==> src/rtl/discharge_pkg.sv <==
// Shared encodings for the EDM discharge sequencer: FSM state codes, parameter selects, reset defaults.
// Latency: none (constants and a pure helper function only).
// Backpressure: not applicable.
package discharge_pkg;

  localparam logic [2:0] S_IDLE      = 3'd0;
  localparam logic [2:0] S_DEAD_IN   = 3'd1;
  localparam logic [2:0] S_WAIT_BD   = 3'd2;
  localparam logic [2:0] S_DISCHARGE = 3'd3;
  localparam logic [2:0] S_DEAD_OUT  = 3'd4;
  localparam logic [2:0] S_DEION     = 3'd5;

  localparam logic [1:0] SEL_TON  = 2'd0;
  localparam logic [1:0] SEL_TOFF = 2'd1;
  localparam logic [1:0] SEL_IP   = 2'd2;

  localparam int TON_DEF  = 10;
  localparam int TOFF_DEF = 50;
  localparam int IP_DEF   = 20;

  // States whose duration is set by the shared pulse timer.
  function automatic logic is_timed(input logic [2:0] s);
    return (s == S_DEAD_IN) || (s == S_DISCHARGE) || (s == S_DEAD_OUT) || (s == S_DEION);
  endfunction

endpackage

==> src/rtl/pulse_timer.sv <==
// Loadable down-counter: an interval of N units, units being cycles or microseconds.
// Latency: done is high in the last cycle of an interval of N*unit cycles counted from the cycle after load.
// Backpressure: none; counting pauses while enable is low, load always wins.
module pulse_timer #(
  parameter int W          = 24,
  parameter int CLK_PER_US = 100
) (
  input  logic         clk,
  input  logic         rst,
  input  logic         load,
  input  logic         load_us,
  input  logic [W-1:0] load_val,
  input  logic         enable,
  output logic         done
);

  localparam int PW = $clog2(CLK_PER_US + 1);

  logic [W-1:0]  cnt;
  logic [PW-1:0] pre;
  logic          us;
  logic          tick_us;

  assign tick_us = (pre == PW'(CLK_PER_US - 1));
  assign done    = (cnt == W'(1)) && (!us || tick_us);

  // Count remaining units; the prescaler restarts on every load so each state entry gets full microseconds.
  always_ff @(posedge clk or posedge rst) begin
    if (rst) begin
      cnt <= '0;
      pre <= '0;
      us  <= 1'b0;
    end else if (load) begin
      cnt <= load_val;
      pre <= '0;
      us  <= load_us;
    end else if (enable) begin
      if (us) begin
        if (tick_us) begin
          pre <= '0;
          if (cnt != '0) cnt <= cnt - 1'b1;
        end else begin
          pre <= pre + 1'b1;
        end
      end else if (cnt != '0) begin
        cnt <= cnt - 1'b1;
      end
    end
  end

endmodule

==> src/rtl/discharge_sequencer.sv <==
// EDM discharge-cycle controller: parameter shadowing, breakdown/short/open classification, Ip hysteresis, gate sequencing.
// Latency: strobes and samples act on state/is_machine/fault one cycle later; gates decode from the registered state.
// Backpressure: none; stop and overcurrent pre-empt every state. Optional counters built with DISCHARGE_STATS_EN.
module discharge_sequencer #(
  parameter int TIMER_W     = 16,
  parameter int SAMPLE_W    = 17,
  parameter int CLK_PER_US  = 100,
  parameter int DEAD_TIME   = 10,
  parameter int WAIT_BD_MIN = 300,
  parameter int WAIT_BD_MAX = 8000,
  parameter int BD_THR_CUR  = 15,
  parameter int BD_THR_VOL  = 30,
  parameter int I_HYST      = 4,
  parameter int MAX_CURRENT = 80
) (
  input  logic                clk,
  input  logic                rst,
  input  logic                machine_start,
  input  logic                machine_stop,
  input  logic                param_wr,
  input  logic [1:0]          param_sel,
  input  logic [TIMER_W-1:0]  param_data,
  input  logic [SAMPLE_W-1:0] sample_current,
  input  logic [SAMPLE_W-1:0] sample_voltage,
  output logic [1:0]          mosfet_buck,
  output logic                mosfet_deion,
  output logic                is_machine,
  output logic [2:0]          state,
  output logic                fault
`ifdef DISCHARGE_STATS_EN
 ,output logic [31:0]         pulse_cnt,
  output logic [31:0]         open_cnt,
  output logic [31:0]         short_cnt
`endif
);
  import discharge_pkg::*;

  localparam int TW = TIMER_W + 8;
  localparam int WC = $clog2(WAIT_BD_MAX + 1);
  localparam int CW = ((SAMPLE_W > TIMER_W) ? SAMPLE_W : TIMER_W) + 1;

  logic [2:0]         next_state;
  logic [TIMER_W-1:0] ton_stg, toff_stg, ip_stg;
  logic [TIMER_W-1:0] ton_sh, toff_sh, ip_sh;
  logic [TIMER_W-1:0] ton_eff, toff_eff, ip_hi;
  logic [TIMER_W:0]   ip_sum;
  logic [WC-1:0]      wait_cnt;
  logic [CW-1:0]      cur_mag, vol_mag;
  logic               cur_neg, vol_neg;
  logic               over_cur, cur_bd, vol_low, early, cur_ge_iphi, cur_lt_ip;
  logic               hi_en, bd_evt, open_evt, short_evt;
  logic               tmr_load, tmr_us, tmr_done;
  logic [TW-1:0]      tmr_val;

  // Samples are signed: a negative value is below every threshold, otherwise compare the magnitude unsigned.
  assign cur_neg     = sample_current[SAMPLE_W-1];
  assign vol_neg     = sample_voltage[SAMPLE_W-1];
  assign cur_mag     = CW'(sample_current);
  assign vol_mag     = CW'(sample_voltage);
  assign over_cur    = (state != S_IDLE) && !cur_neg && (cur_mag > CW'(MAX_CURRENT));
  assign cur_bd      = !cur_neg && (cur_mag >= CW'(BD_THR_CUR));
  assign vol_low     = vol_neg || (vol_mag <= CW'(BD_THR_VOL));
  assign early       = (wait_cnt < WC'(WAIT_BD_MIN));
  assign ip_sum      = {1'b0, ip_sh} + (TIMER_W + 1)'(I_HYST);
  assign ip_hi       = ip_sum[TIMER_W] ? '1 : ip_sum[TIMER_W-1:0];
  assign cur_ge_iphi = !cur_neg && (cur_mag >= CW'(ip_hi));
  assign cur_lt_ip   = cur_neg || (cur_mag < CW'(ip_sh));
  assign ton_eff     = (ton_sh == '0) ? TIMER_W'(1) : ton_sh;
  assign toff_eff    = (toff_sh == '0) ? TIMER_W'(1) : toff_sh;

  // Next-state selection; stop and overcurrent abort to IDLE from anywhere.
  always_comb begin
    next_state = state;
    bd_evt     = 1'b0;
    open_evt   = 1'b0;
    short_evt  = 1'b0;
    if (machine_stop || over_cur || (!is_machine && state != S_IDLE)) begin
      next_state = S_IDLE;
    end else begin
      case (state)
        S_IDLE:      if (is_machine) next_state = S_DEAD_IN;
        S_DEAD_IN:   if (tmr_done) next_state = S_WAIT_BD;
        S_WAIT_BD: begin
          if (early && vol_low) begin
            short_evt  = 1'b1;
            next_state = S_DEAD_OUT;
          end else if (!early && cur_bd && vol_low) begin
            bd_evt     = 1'b1;
            next_state = S_DISCHARGE;
          end else if (wait_cnt == WC'(WAIT_BD_MAX - 1)) begin
            open_evt   = 1'b1;
            next_state = S_DEAD_OUT;
          end
        end
        S_DISCHARGE: if (tmr_done) next_state = S_DEAD_OUT;
        S_DEAD_OUT:  if (tmr_done) next_state = S_DEION;
        S_DEION:     if (tmr_done) next_state = S_DEAD_IN;
        default:     next_state = S_IDLE;
      endcase
    end
  end

  // Arm the shared timer on entry to each timed state.
  always_comb begin
    tmr_load = 1'b0;
    tmr_us   = 1'b0;
    tmr_val  = '0;
    if (next_state != state) begin
      case (next_state)
        S_DEAD_IN, S_DEAD_OUT: begin
          tmr_load = 1'b1;
          tmr_val  = TW'(DEAD_TIME);
        end
        S_DISCHARGE: begin
          tmr_load = 1'b1;
          tmr_us   = 1'b1;
          tmr_val  = TW'(ton_eff);
        end
        S_DEION: begin
          tmr_load = 1'b1;
          tmr_us   = 1'b1;
          tmr_val  = TW'(toff_eff);
        end
        default: ;
      endcase
    end
  end

  pulse_timer #(.W(TW), .CLK_PER_US(CLK_PER_US)) u_timer (
    .clk      (clk),
    .rst      (rst),
    .load     (tmr_load),
    .load_us  (tmr_us),
    .load_val (tmr_val),
    .enable   (is_timed(state)),
    .done     (tmr_done)
  );

  // State register, run/fault latches and the WAIT_BD cycle counter.
  always_ff @(posedge clk or posedge rst) begin
    if (rst) begin
      state      <= S_IDLE;
      is_machine <= 1'b0;
      fault      <= 1'b0;
      wait_cnt   <= '0;
    end else begin
      state    <= next_state;
      wait_cnt <= (state == S_WAIT_BD) ? wait_cnt + 1'b1 : '0;
      if (over_cur)          fault <= 1'b1;
      else if (machine_stop) fault <= 1'b0;
      if (machine_stop || over_cur)     is_machine <= 1'b0;
      else if (machine_start && !fault) is_machine <= 1'b1;
    end
  end

  // Staged params take host writes; shadows latch on DEAD_IN entry so a cycle never mixes values.
  always_ff @(posedge clk or posedge rst) begin
    if (rst) begin
      ton_stg  <= TIMER_W'(TON_DEF);
      toff_stg <= TIMER_W'(TOFF_DEF);
      ip_stg   <= TIMER_W'(IP_DEF);
      ton_sh   <= TIMER_W'(TON_DEF);
      toff_sh  <= TIMER_W'(TOFF_DEF);
      ip_sh    <= TIMER_W'(IP_DEF);
    end else begin
      if (param_wr) begin
        case (param_sel)
          SEL_TON:  ton_stg  <= param_data;
          SEL_TOFF: toff_stg <= param_data;
          SEL_IP:   ip_stg   <= param_data;
          default:  ;
        endcase
      end
      if (next_state == S_DEAD_IN && state != S_DEAD_IN) begin
        ton_sh  <= ton_stg;
        toff_sh <= toff_stg;
        ip_sh   <= ip_stg;
      end
    end
  end

  // Ip hysteresis: every pulse starts conducting, then drops above Ip+I_HYST and resumes below Ip.
  always_ff @(posedge clk or posedge rst) begin
    if (rst)                       hi_en <= 1'b1;
    else if (state != S_DISCHARGE) hi_en <= 1'b1;
    else if (cur_ge_iphi)          hi_en <= 1'b0;
    else if (cur_lt_ip)            hi_en <= 1'b1;
  end

  // Gate decode: buck-high and deion live in states always separated by a DEAD state.
  always_comb begin
    mosfet_buck  = 2'b00;
    mosfet_deion = 1'b0;
    case (state)
      S_WAIT_BD:   mosfet_buck  = 2'b10;
      S_DISCHARGE: mosfet_buck  = {hi_en, 1'b0};
      S_DEION:     mosfet_deion = 1'b1;
      default:     ;
    endcase
  end

`ifdef DISCHARGE_STATS_EN
  // Saturating event counters, cleared by a start so each run reports its own totals.
  always_ff @(posedge clk or posedge rst) begin
    if (rst) begin
      pulse_cnt <= '0;
      open_cnt  <= '0;
      short_cnt <= '0;
    end else if (machine_start) begin
      pulse_cnt <= '0;
      open_cnt  <= '0;
      short_cnt <= '0;
    end else begin
      if (bd_evt    && pulse_cnt != '1) pulse_cnt <= pulse_cnt + 1'b1;
      if (open_evt  && open_cnt  != '1) open_cnt  <= open_cnt  + 1'b1;
      if (short_evt && short_cnt != '1) short_cnt <= short_cnt + 1'b1;
    end
  end
`else
  // Event counters are not built in this configuration; the events still drive the FSM.
`endif

endmodule

==> config.mk <==
export PLATFORM = sky130hd
export DESIGN_NAME = discharge_sequencer
export DESIGN_NICKNAME = d
export VERILOG_FILES = /design/src/rtl/discharge_pkg.sv /design/src/rtl/pulse_timer.sv /design/src/rtl/discharge_sequencer.sv
export SDC_FILE = /design/constraint.sdc
export NUM_CORES = 1
export LEC_CHECK = 0
export ABC_CLOCK_PERIOD_IN_PS = 8400
export CAP_MARGIN = 0
export CORE_ASPECT_RATIO = 0.6
export CORE_MARGIN = 2
export CORE_UTILIZATION = 50
export CTS_CLUSTER_DIAMETER = 200
export DETAILED_ROUTE_END_ITERATION = 12
export GPL_TIMING_DRIVEN = 1
export PLACE_DENSITY_LB_ADDON = 0.05
export SLEW_MARGIN = 20
export SYNTH_ARGS = -nofsm -noshare
export SYNTH_HDL_FRONTEND = slang
export SYNTH_SLANG_ARGS = --single-unit
==> constraint.sdc <==
create_clock -name clk -period 8.4 [get_ports clk]
set_input_delay 1.68 -clock clk [delete_from_list [all_inputs] [get_ports clk]]
set_output_delay 1.68 -clock clk [all_outputs]
set_load 0.1 [all_outputs]
# After elaboration in Yosys (flattened, before gate mapping)

Index checks and enable logic that the tools add are counted.

Reduce and logical (&&, ||, !) cells: 43
Equal/unequal tests: 18
Mux-type cells: 38
$add $sub $neg: 4
Magnitude comparators: 6

Operator list:

| operator                                                         | number |
|---|---|
| 2-to-1 mux 24 bit                                                | 5 |
| 2-to-1 mux 16 bit                                                | 4 |
| one-hot mux 16 bit (3 select lines)                              | 1 |
| logical NOT 16 bit                                               | 2 |
| 2-to-1 mux 7 bit                                                 | 4 |
| 2-to-1 mux 3 bit                                                 | 9 |
| equality test 24 x 1 -> 1 bit (second input constant)            | 1 |
| nonzero test 24 bit                                              | 1 |
| subtractor 24 x 1 -> 24 bit (second input constant)              | 1 |
| one-hot mux 3 bit (6 select lines)                               | 1 |
| adder 16 x 3 -> 17 bit (second input constant)                   | 1 |
| >= comparator 17 x 16 -> 1 bit                                   | 1 |
| >= comparator 17 x 4 -> 1 bit (second input constant)            | 1 |
| greater-than comparator 17 x 7 -> 1 bit (second input constant)  | 1 |
| less-or-equal comparator 17 x 5 -> 1 bit (second input constant) | 1 |
| < comparator 17 x 16 -> 1 bit                                    | 1 |
| adder 13 x 1 -> 13 bit (second input constant)                   | 1 |
| equality test 13 bit (second input constant)                     | 1 |
| < comparator 13 x 9 -> 1 bit (second input constant)             | 1 |
| 2-to-1 mux 13 bit                                                | 1 |
| equality test 3 bit (second input constant)                      | 4 |
| 2-to-1 mux 1 bit                                                 | 12 |
| logical AND 1 bit                                                | 11 |
| AND reduction 2 bit                                              | 5 |
| other kinds (19)                                                 | 38 |

Output and inout bits: 8
Word-level logic and storage cells: 123
Bits in registers: 147

# Depth between registers and ports, before layout

Gate-level depths: netlist of run 1.

Depth after elaboration: 14
Gate-level depth with buffers: 17

# Modules after synthesis

From an unflattened synthesis of run 1, not the netlist that was laid out.

Cells, all modules: 747
Area, all modules: 8,262.9 sq um

Modules (own cells, without submodules):

| module              | times used | cells each | area an instance (sq um) |
|---|---|---|---|
| discharge_sequencer | 1          | 539        | 6,284.8 |
| pulse_timer         | 1          | 208        | 1,978.1 |

# Least setup slack after synthesis of run 1

OpenSTA, ideal clock, no wires.

Kind: input-to-output
Start: input sample_current[13]
End: output mosfet_deion
Arrival time: 4.457 ns
Stages on the path: 7
Data required time: 6.720 ns
Buffers on the path: 0
Path slack: 2.263 ns
Cells stage by stage: or4_1 nor4_1 a31oi_1 nand4_1 a21boi_0 o22a_1 nor2_1

RTL lines:

| item            | RTL line                  | RTL |
|---|---|---|
| start, declared | discharge_sequencer.sv:23 | `input logic [SAMPLE_W-1:0] sample_current,` |
| end, declared   | discharge_sequencer.sv:26 | `output logic mosfet_deion,` |

==> impl_metrics.py, run 1 <==
metrics = {
    "outcome": {
        "outcome": "completed",
    },
    "grt": {
        "grt_first_pass_wirelength_um": 29340,
        "grt.met1_usage": 0.3503,
        "grt_overflow": 0,
        "grt_antenna_before_repair": 0,
        "grt_max_degree": 81,
        "global_routing_usage_on_met2": 0.3359,
        "globalRouteTotalUtil": 0.2285,
        "global_route.usage.met3": 0.03826,
        "grt.busiest_layer": "met1",
        "via_count_of_the_first_global_routing_pass": 5574,
    },
    "sta": {
        "maxClockFrequency_mhz": 142.6,
        "setup-violations-final": 0,
        "final-hold-violation-count": 0,
        "min_period_ns": 7.014,
        "slew_violations": 0,
        "finalWorstSetupSlack_ns": 1.386,
        "fin_tns_setup_ns": 0,
        "timing.slew.headroom": 0.3361,
        "rsz0062_at_grt": "no",
        "fin_skew_ns": 0.01602,
        "post-route-period-util": 0.8350,
        "worstMarginPinSlew_ns": 0.9929,
    },
    "clock_tree": {
        "clockRootBuffer": "sky130_fd_sc_hd__clkbuf_16",
        "path_clk_slew_ns": 0.07,
        "clk_latency_ns": 0.42,
        "clockBufferDepth": 2,
        "tritoncts_num_sinks": 147,
        "number_of_buffers_created_by_cts": 17,
        "cts_repair_resize_count": 0,
        "post_cts.repair.setup_buffers": 0,
        "clock_tree_from_tritoncts": "yes",
        "cts.hold.buffers_added": 0,
        "cts.htree.levels": 4,
    },
    "pwr": {
        "power_switching_w": 0.0008866,
        "switching_portion_of_total_power": 0.3395,
        "p_int_w": 0.001725,
        "peakVddDrop_v": 0.0001337,
        "part_of_the_power_in_registers": 0.436,
        "pwr_density_cell_mw_per_mm2": 282.4,
        "power.combinational.fraction": 0.274,
        "share_clk_of_total_power": 0.291,
        "power.static_leakage_nw": 3.985,
    },
    "synth": {
        "ys_async_sr_fraction": 1.000,
        "synth_edf_count": 0,
        "synth.yosys.warnings": 0,
        "synth.most_common_cell": "sky130_fd_sc_hd__dfrtp_1",
        "synth.top_cells.by_count": "sky130_fd_sc_hd__dfrtp_1, sky130_fd_sc_hd__mux2_2, sky130_fd_sc_hd__nor2_1",
        "postSynthCellCount": 707,
        "synth_largest_type_area_fraction": 0.4236,
        "synth.avg_cell_area_sq_um": 11.03,
        "synth.top_cells.by_area": "sky130_fd_sc_hd__dfrtp_1, sky130_fd_sc_hd__mux2_2, sky130_fd_sc_hd__ha_1, sky130_fd_sc_hd__dfstp_2, sky130_fd_sc_hd__mux2_4",
        "post-synth-top-area-cell": "sky130_fd_sc_hd__dfrtp_1",
        "postSynth.topFlopCell": "sky130_fd_sc_hd__dfrtp_1",
        "mappedNetlistArea_sq_mm": 0.007799,
        "synthDistinctLibCells": 55,
        "ys_seq_area_frac": 0.4741,
        "synth_fp_nets": 800,
        "postSynthRegisterBits": 147,
    },
    "worst_setup_path": {
        "crit_path_end_kind": "primary output",
        "cell_breakdown_of_the_critical_path": "clkdlybuf4s50_1 > or4_1 > nor4_1 > a31oi_1 > nand4_1 > a21boi_0 > o22a_1 > nor2_1 > clkdlybuf4s50_1",
        "critical-path-top-delay-family": "buffers and inverters",
        "cpPeakStageDelay_ns": 1.13,
        "timing.critical_path.buf_inv": 2,
        "cell_with_the_biggest_individual_delay_on_the_critical_path": "sky130_fd_sc_hd__clkdlybuf4s50_1",
        "timing.critical_path.arrival_ns": 5.33,
        "critical-path-top-cell-by-count": "sky130_fd_sc_hd__clkdlybuf4s50_1",
        "critical_path.startpoint_type": "input port",
        "worstPathMaxFanout": 3,
        "timing.critical_path.required_ns": 6.72,
        "setup.worst_path.class": "in2out",
    },
    "drt": {
        "detailroute.via_count": 5622,
        "post_drt_via_cell_ratio": 5.685,
        "detail_route.wirelength_um": 17590,
        "wl_per_cell_um": 17.79,
        "drt_first_iter_violations": 418,
        "antenna_left": 0,
        "detail_route.drc_violations": 0,
        "firstDrtPassIters": 5,
    },
    "floorplan": {
        "fp.dieW_um": 165.2,
        "num_io_pins": 65,
        "fp.coreArea_sq_mm": 0.01528,
        "rows": 35,
        "floorplan.die_area_sq_mm": 0.01665,
        "floorplan.initialDensity": 0.5103,
        "floorplan.die.height_um": 100.7,
    },
    "final_layout": {
        "syn2layout_area_growth_pct": 18.58,
        "design.final.nets": 866,
        "drive_gt1_frac": 0.2023,
        "diodes": 0,
        "final_cell_area_sq_mm": 0.009248,
        "final.fill_count": 1245,
    },
    "place": {
        "dp.final_hpwl_um": 12860,
        "place_ws_ns": 1.397,
        "numPortBuffers": 63,
        "gp_congestion": 0.8739,
        "place_area_sq_mm": 0.008608,
    },
    "worst_hold_path": {
        "timing.hold.worst.class": "reg2reg",
    },
    "job": {
        "maxCapViolations": 0,
    },
}
-- logic make-up after synthesis --
kind of cell    synth area share
simple gates              0.1458
compound gates           0.09466
fa+ha+maj                0.05776
xor+xnor                 0.04717
other cells            0.0004808
buf+inv                  0.02535
flops                     0.4741
mux                       0.1547
-- path summary, 6_finish.rpt --
check | from | end | slack, ns | depth (start not counted)
worst min-delay path | wait_cnt[0] | wait_cnt[0] | 0.49 | 1
worst max register to register | u_timer.cnt[2] | u_timer.cnt[15] | 4.23 | 9
min in group asynchronous | rst | u_timer.pre[0] | 1.73 | 2
max in group asynchronous | rst | hi_en | 5.50 | 4
worst max-delay path | sample_current[13] | mosfet_deion | 1.39 | 9
worst min register to register | wait_cnt[0] | wait_cnt[0] | 0.49 | 1
-- routing by layer --
layer,vias up,part of all wire
met2,123,0.44
met1,2790,0.51
met5,-,0
met4,0,0.0086
met3,12,0.044
li1,2697,-
-- registers in the layout, indices dropped and copies added, names as in the netlist --
name and flops:
state 3, is_machine 1, hi_en 1, ton_stg 16
u_timer.cnt 24, u_timer.us 1, ip_stg 16, toff_stg 16
wait_cnt 13, fault 1, ton_sh 16, u_timer.pre 7
ip_sh 16, toff_sh 16
-- cells in the final DEF, fill, tap and decap left out, drive strengths merged, types with 2 or more instances in the layout --
cell type      instances
inv                   28
a211oi                 6
o21bai                 3
clkinvlp               2
a31oi                  9
nand2b                 6
xnor2                 28
ha                    36
or2                    3
dfstp                 15
and2                   4
clkinv                 7
nor2                  71
dfrtp                132
nor4                  19
or4                    5
nand3b                 3
and3                   7
a22oi                 17
or3                   12
nand4b                 2
a211o                  3
o21ai                 16
nand2                 32
a21o                  12
o22a                   3
a21boi                 2
o21a                   2
buf                    5
nor2b                  7
a21oi                 33
clkbuf                17
clkdlybuf4s50         63
nand3                 18
nor3                  23
mux2                  96
and4                   3
nand4                  7
mux2i                  5
xor2                  14
-- stage by stage --
| step | power, W | instances | utilization | hold slack (ns) |
|---|---|---|---|---|
| final | 0.002611 | 989 | 0.6051 | 0.4943 |
| after CTS | 0.002623 | 988 | 0.6033 | 0.4981 |
| after global placement | 0.001823 | 956 | 0.5632 | 0.4801 |
| after detailed placement | 0.001854 | 956 | 0.5632 | 0.4882 |
| after floorplan | 0.001640 | 707 | - | 0.4549 |
| after global routing | 0.002785 | 989 | 0.6051 | 0.5200 |
-- layout make-up --
cell class,count,area [sq um],share of cell area
flip-flops and latches,147,3697,0.3998
inverters,22,87.58,0.009471
multi-input cells,517,3909,0.4227
clock buffers,17,425.4,0.04600
clock inverters,15,186.4,0.02016
well taps,203,254.0,0.02747
repair buffers,68,688.2,0.07441
-- power by group through the flow --
stage	clock, W	combinational (W)	sequential [W]
floorplan	0	0.000555	0.00109
global placement	0	0.000690	0.00113
detailed placement	0	0.000711	0.00114
CTS	0.000773	0.000718	0.00113
global route	0.000810	0.000809	0.00117
finish	0.000759	0.000715	0.00114
(Power assumes the default switching activity.)
==> inputs of run 2 (changes only) <==
- ABC_CLOCK_PERIOD_IN_PS: 8400 -> 7300
- clock period: 8.4 -> 7.3 ns (I/O delays scaled with it)
==> impl_metrics.py, run 2 (synthesis results as in run 1) <==
metrics = {
    "floorplan": {
        "fp.dieW_um": 165.2,
        "num_io_pins": 65,
        "floorplan.die_area_sq_mm": 0.01665,
        "fp.coreArea_sq_mm": 0.01528,
        "floorplan.die.height_um": 100.7,
        "rows": 35,
        "floorplan.initialDensity": 0.5103,
    },
    "drt": {
        "wl_per_cell_um": 18.00,
        "detail_route.wirelength_um": 17800,
        "firstDrtPassIters": 5,
        "antenna_left": 0,
        "detail_route.drc_violations": 0,
        "detailroute.via_count": 5698,
        "post_drt_via_cell_ratio": 5.761,
        "drt_first_iter_violations": 447,
    },
    "clock_tree": {
        "clock_tree_from_tritoncts": "yes",
        "cts.hold.buffers_added": 0,
        "number_of_buffers_created_by_cts": 17,
        "post_cts.repair.setup_buffers": 0,
        "tritoncts_num_sinks": 147,
        "cts_repair_resize_count": 0,
        "clockBufferDepth": 2,
        "clockRootBuffer": "sky130_fd_sc_hd__clkbuf_16",
        "cts.htree.levels": 4,
        "path_clk_slew_ns": 0.07,
        "clk_latency_ns": 0.42,
    },
    "sta": {
        "min_period_ns": 5.908,
        "finalWorstSetupSlack_ns": 1.392,
        "maxClockFrequency_mhz": 169.3,
        "slew_violations": 0,
        "post-route-period-util": 0.8093,
        "fin_skew_ns": 0.008547,
        "timing.slew.headroom": 0.3420,
        "final-hold-violation-count": 0,
        "setup-violations-final": 0,
        "rsz0062_at_grt": "no",
        "hold-worst-slack_ns": 0.5019,
        "fin_tns_setup_ns": 0,
        "worstMarginPinSlew_ns": 0.9840,
    },
    "worst_setup_path": {
        "timing.critical_path.required_ns": 5.84,
        "critical_path.startpoint_type": "input port",
        "timing.critical_path.arrival_ns": 4.45,
        "crit_path_end_kind": "primary output",
        "setup.worst_path.class": "in2out",
        "worstPathMaxFanout": 3,
    },
    "final_layout": {
        "diodes": 0,
        "layout.cells.most_common_list": "sky130_fd_sc_hd__dfrtp_1, sky130_fd_sc_hd__mux2_2, sky130_fd_sc_hd__nor2_1",
        "layout_commonest_cell": "sky130_fd_sc_hd__dfrtp_1",
        "final_core_util": 0.6034,
        "largest_register_ff_count": 24,
        "drive_gt1_frac": 0.2048,
        "max_flop_register": "u_timer.cnt",
        "final.fill_count": 1303,
        "design.final.nets": 866,
        "syn2layout_area_growth_pct": 18.24,
    },
    "grt": {
        "grt_max_degree": 77,
        "globalRouteTotalUtil": 0.2313,
        "grt_antenna_before_repair": 0,
        "grt_first_pass_wirelength_um": 29730,
        "grt_overflow": 0,
        "via_count_of_the_first_global_routing_pass": 5725,
    },
    "job": {
        "maxCapViolations": 0,
    },
    "place": {
        "gp_congestion": 0.8786,
        "numPortBuffers": 63,
        "dp.final_hpwl_um": 13000,
        "place_ws_ns": 1.479,
    },
    "pwr": {
        "pwr_density_cell_mw_per_mm2": 328.2,
        "power.static_leakage_nw": 3.985,
        "peakVddDrop_v": 0.0001935,
        "post-layout-total-power_w": 0.003027,
    },
    "outcome": {
        "outcome": "completed",
    },
    "worst_hold_path": {
        "timing.hold.worst.class": "reg2reg",
    },
}
[run 2: changes by cell type in the layout (fill, tap and decap cells not counted)]
cell and delta:
sky130_fd_sc_hd__clkinv_8 -4, sky130_fd_sc_hd__inv_6 +4, sky130_fd_sc_hd__buf_4 +2, sky130_fd_sc_hd__buf_16 -1, sky130_fd_sc_hd__bufinv_16 +1, sky130_fd_sc_hd__clkdlybuf4s50_1 -1, sky130_fd_sc_hd__clkinv_4 -1, sky130_fd_sc_hd__clkinvlp_4 -1
sky130_fd_sc_hd__inv_8 +1, sky130_fd_sc_hd__o22a_1 -1, sky130_fd_sc_hd__o22a_2 +1
[run 2: per-stage QoR]
stage | instances | area, sq um
after floorplan | 707 | 7799
after global placement | 957 | 8613
after detailed placement | 957 | 8613
after CTS | 989 | 9220
after global routing | 989 | 9221
final | 989 | 9221
[run 2: final cells by class]
class | instances | area [sq um] | share of cell area
repair buffers | 68 | 665.6 | 0.07218
inverters | 22 | 87.58 | 0.009498
multi-input cells | 517 | 3910 | 0.4240
clock inverters | 15 | 181.4 | 0.01967
clock buffers | 17 | 425.4 | 0.04613
well taps | 203 | 254.0 | 0.02754
flip-flops and latches | 147 | 3697 | 0.4010
[run 2: final timing paths]
check                              startpoint             end  slack [ns]  cells past startpoint
setup / recovery           sample_current[13]    mosfet_deion        1.39                      9
hold / removal                    wait_cnt[0]     wait_cnt[0]        0.50                      1
setup reg to reg               u_timer.cnt[2]     toff_sh[10]        3.33                      8
hold reg to reg                   wait_cnt[0]     wait_cnt[0]        0.50                      1
max in group asynchronous                 rst      ton_stg[7]        4.41                      3
min in group asynchronous                 rst  u_timer.pre[5]        1.54                      2
[run 2: layer usage]
| metal | part of all wire | GRT usage | wire length, um |
|---|---|---|---|
| met1 | 0.51 | 0.3489 | 9051 |
| met2 | 0.44 | 0.3468 | 7788 |
| met3 | 0.043 | 0.04484 | 773 |
| met4 | 0.011 | 0.05017 | 190 |
| met5 | 0 | 0 | 0 |
[run 2: critical path, cell delays in order]
cell and delay [ns]:
sky130_fd_sc_hd__clkdlybuf4s50_1 0.45, sky130_fd_sc_hd__or4_1 0.53, sky130_fd_sc_hd__nor4_1 0.64, sky130_fd_sc_hd__a31oi_1 0.32, sky130_fd_sc_hd__a22oi_1 0.37, sky130_fd_sc_hd__o32a_1 0.19, sky130_fd_sc_hd__o22a_1 0.18, sky130_fd_sc_hd__nor2_1 0.07
sky130_fd_sc_hd__buf_4 0.23
[run 2: power by group]
| part | leakage, nW | internal (W) | switching (W) |
|---|---|---|---|
| Combinational | 1.89 | 0.000448 | 0.000375 |
| Clock | 0.297 | 0.000494 | 0.000399 |
| Sequential | 1.80 | 0.00107 | 0.000240 |
==> inputs of run 3 (changes only) <==
- ABC_CLOCK_PERIOD_IN_PS: 7300 -> 5900
- clock period: 7.3 -> 5.9 ns (I/O delays scaled with it)
==> impl_metrics.py, run 3 (synthesis results as in run 1) <==
metrics = {
    "floorplan": {
        "floorplan.die_area_sq_mm": 0.01665,
        "fp.dieW_um": 165.2,
        "fp.coreArea_sq_mm": 0.01528,
        "rows": 35,
        "floorplan.initialDensity": 0.5103,
        "num_io_pins": 65,
        "floorplan.die.height_um": 100.7,
    },
    "worst_hold_path": {
        "hold_path_depth": 1,
        "worst_hold_startpoint": "wait_cnt[0]",
        "holdPathEnd": "wait_cnt[0]",
        "timing.hold.worst.class": "reg2reg",
    },
    "pwr": {
        "power.static_leakage_nw": 3.985,
        "pwr_density_cell_mw_per_mm2": 401.2,
        "peakVddDrop_v": 0.0002007,
        "post-layout-total-power_w": 0.003706,
    },
    "worst_setup_path": {
        "reg2reg_from": "ip_sh[4]",
        "crit_path_end_kind": "primary output",
        "timing.critical_path.required_ns": 4.72,
        "reg2reg_setup_slack_ns": 1.85,
        "rr_endpoint": "hi_en",
        "setup.worst_path.class": "in2out",
        "worstPathMaxFanout": 3,
        "timing.reg2reg.worst_path_depth": 17,
        "critical_path.startpoint_type": "input port",
        "setup.worst_path.start": "sample_current[13]",
        "timing.critical_path.arrival_ns": 4.08,
    },
    "sta": {
        "final-hold-violation-count": 0,
        "fin_skew_ns": 0.01204,
        "slew_violations": 0,
        "fin_tns_setup_ns": 0,
        "min_period_ns": 5.257,
        "worstMarginPinSlew_ns": 0.9727,
        "timing.slew.headroom": 0.3495,
        "setup-violations-final": 0,
        "post-route-period-util": 0.8910,
        "rsz0062_at_grt": "no",
        "maxClockFrequency_mhz": 190.2,
    },
    "clock_tree": {
        "cts_repair_resize_count": 0,
        "clk_latency_ns": 0.42,
        "post_cts.repair.setup_buffers": 0,
        "cts.htree.levels": 4,
        "tritoncts_num_sinks": 147,
        "cts.hold.buffers_added": 0,
        "clockBufferDepth": 2,
        "clock_tree_from_tritoncts": "yes",
        "number_of_buffers_created_by_cts": 17,
        "path_clk_slew_ns": 0.07,
        "clockRootBuffer": "sky130_fd_sc_hd__clkbuf_16",
    },
    "drt": {
        "detail_route.drc_violations": 0,
        "drt_first_iter_violations": 409,
        "detail_route.wirelength_um": 17230,
        "antenna_left": 0,
        "wl_per_cell_um": 17.42,
        "post_drt_via_cell_ratio": 5.698,
        "firstDrtPassIters": 5,
        "detailroute.via_count": 5635,
    },
    "grt": {
        "grt_first_pass_wirelength_um": 28840,
        "grt_overflow": 0,
        "grt_max_degree": 101,
        "grt_antenna_before_repair": 0,
        "via_count_of_the_first_global_routing_pass": 5498,
        "globalRouteTotalUtil": 0.2257,
    },
    "final_layout": {
        "largest_register_ff_count": 24,
        "max_flop_register": "u_timer.cnt",
        "diodes": 0,
        "drive_gt1_frac": 0.2036,
        "instances_no_fill": 989,
        "final.fill_count": 1257,
        "syn2layout_area_growth_pct": 18.43,
        "layout.cells.most_common_list": "sky130_fd_sc_hd__dfrtp_1, sky130_fd_sc_hd__mux2_2, sky130_fd_sc_hd__nor2_1",
        "design.final.nets": 866,
        "layout_commonest_cell": "sky130_fd_sc_hd__dfrtp_1",
    },
    "place": {
        "post-place-cells": 957,
        "gp_congestion": 0.8877,
        "numPortBuffers": 63,
        "dp.final_hpwl_um": 12750,
    },
    "outcome": {
        "outcome": "completed",
    },
    "job": {
        "maxCapViolations": 0,
    },
}
[run 3: layout make-up]
| class | instances | area (sq um) | share of cell area |
|---|---|---|---|
| Clock buffer | 17 | 425.4 | 0.04606 |
| Clock inverter | 15 | 185.2 | 0.02005 |
| Tap cell | 203 | 254.0 | 0.02750 |
| Multi-Input combinational cell | 517 | 3909 | 0.4232 |
| Inverter | 22 | 87.58 | 0.009483 |
| Sequential cell | 147 | 3697 | 0.4003 |
| Timing Repair Buffer | 68 | 678.2 | 0.07342 |
[run 3: stage by stage]
stage          hold WS (ns)  cell area (sq um)    util  setup slack, ns
6_report             0.4971               9236  0.6043           0.6434
5_1_grt              0.5176               9236  0.6043           0.4216
4_1_cts              0.4994               9236  0.6043           0.6740
3_5_place_dp         0.4857               8626  0.5644           0.6908
3_3_place_gp         0.4788               8626  0.5644           0.7676
2_1_floorplan        0.4549               7799       -           0.7627
[run 3: worst max-delay path, cell delays in order]
cell,delay (ns)
sky130_fd_sc_hd__clkdlybuf4s50_1,0.46
sky130_fd_sc_hd__or4_1,0.53
sky130_fd_sc_hd__nor4_1,0.62
sky130_fd_sc_hd__a31oi_1,0.29
sky130_fd_sc_hd__a22oi_1,0.36
sky130_fd_sc_hd__o32a_1,0.21
sky130_fd_sc_hd__o22a_1,0.17
sky130_fd_sc_hd__nor2_1,0.09
sky130_fd_sc_hd__buf_12,0.17
[run 3: how the worst max path moves through the flow]
stage | end | slack, ns
6_report | mosfet_deion | 0.64
5_1_grt | mosfet_deion | 0.42
4_1_cts | mosfet_deion | 0.67
3_5_place_dp | mosfet_deion | 0.69
3_3_place_gp | mosfet_deion | 0.77
2_1_floorplan | mosfet_deion | 0.76
[run 3: power by group]
| group | switching, W | internal [W] | leakage [nW] |
|---|---|---|---|
| clock network | 0.000507 | 0.000575 | 0.293 |
| logic | 0.000458 | 0.000552 | 1.89 |
| registers | 0.000289 | 0.00133 | 1.80 |
| total | 0.00125 | 0.00245 | 3.99 |
[run 3: per-layer routing]
metal,track usage,wire length [um],part of all wire
met2,0.3215,7372,0.43
met5,0,0,0
met3,0.04484,716,0.042
met1,0.3468,8919,0.52
met4,0.06689,221,0.013
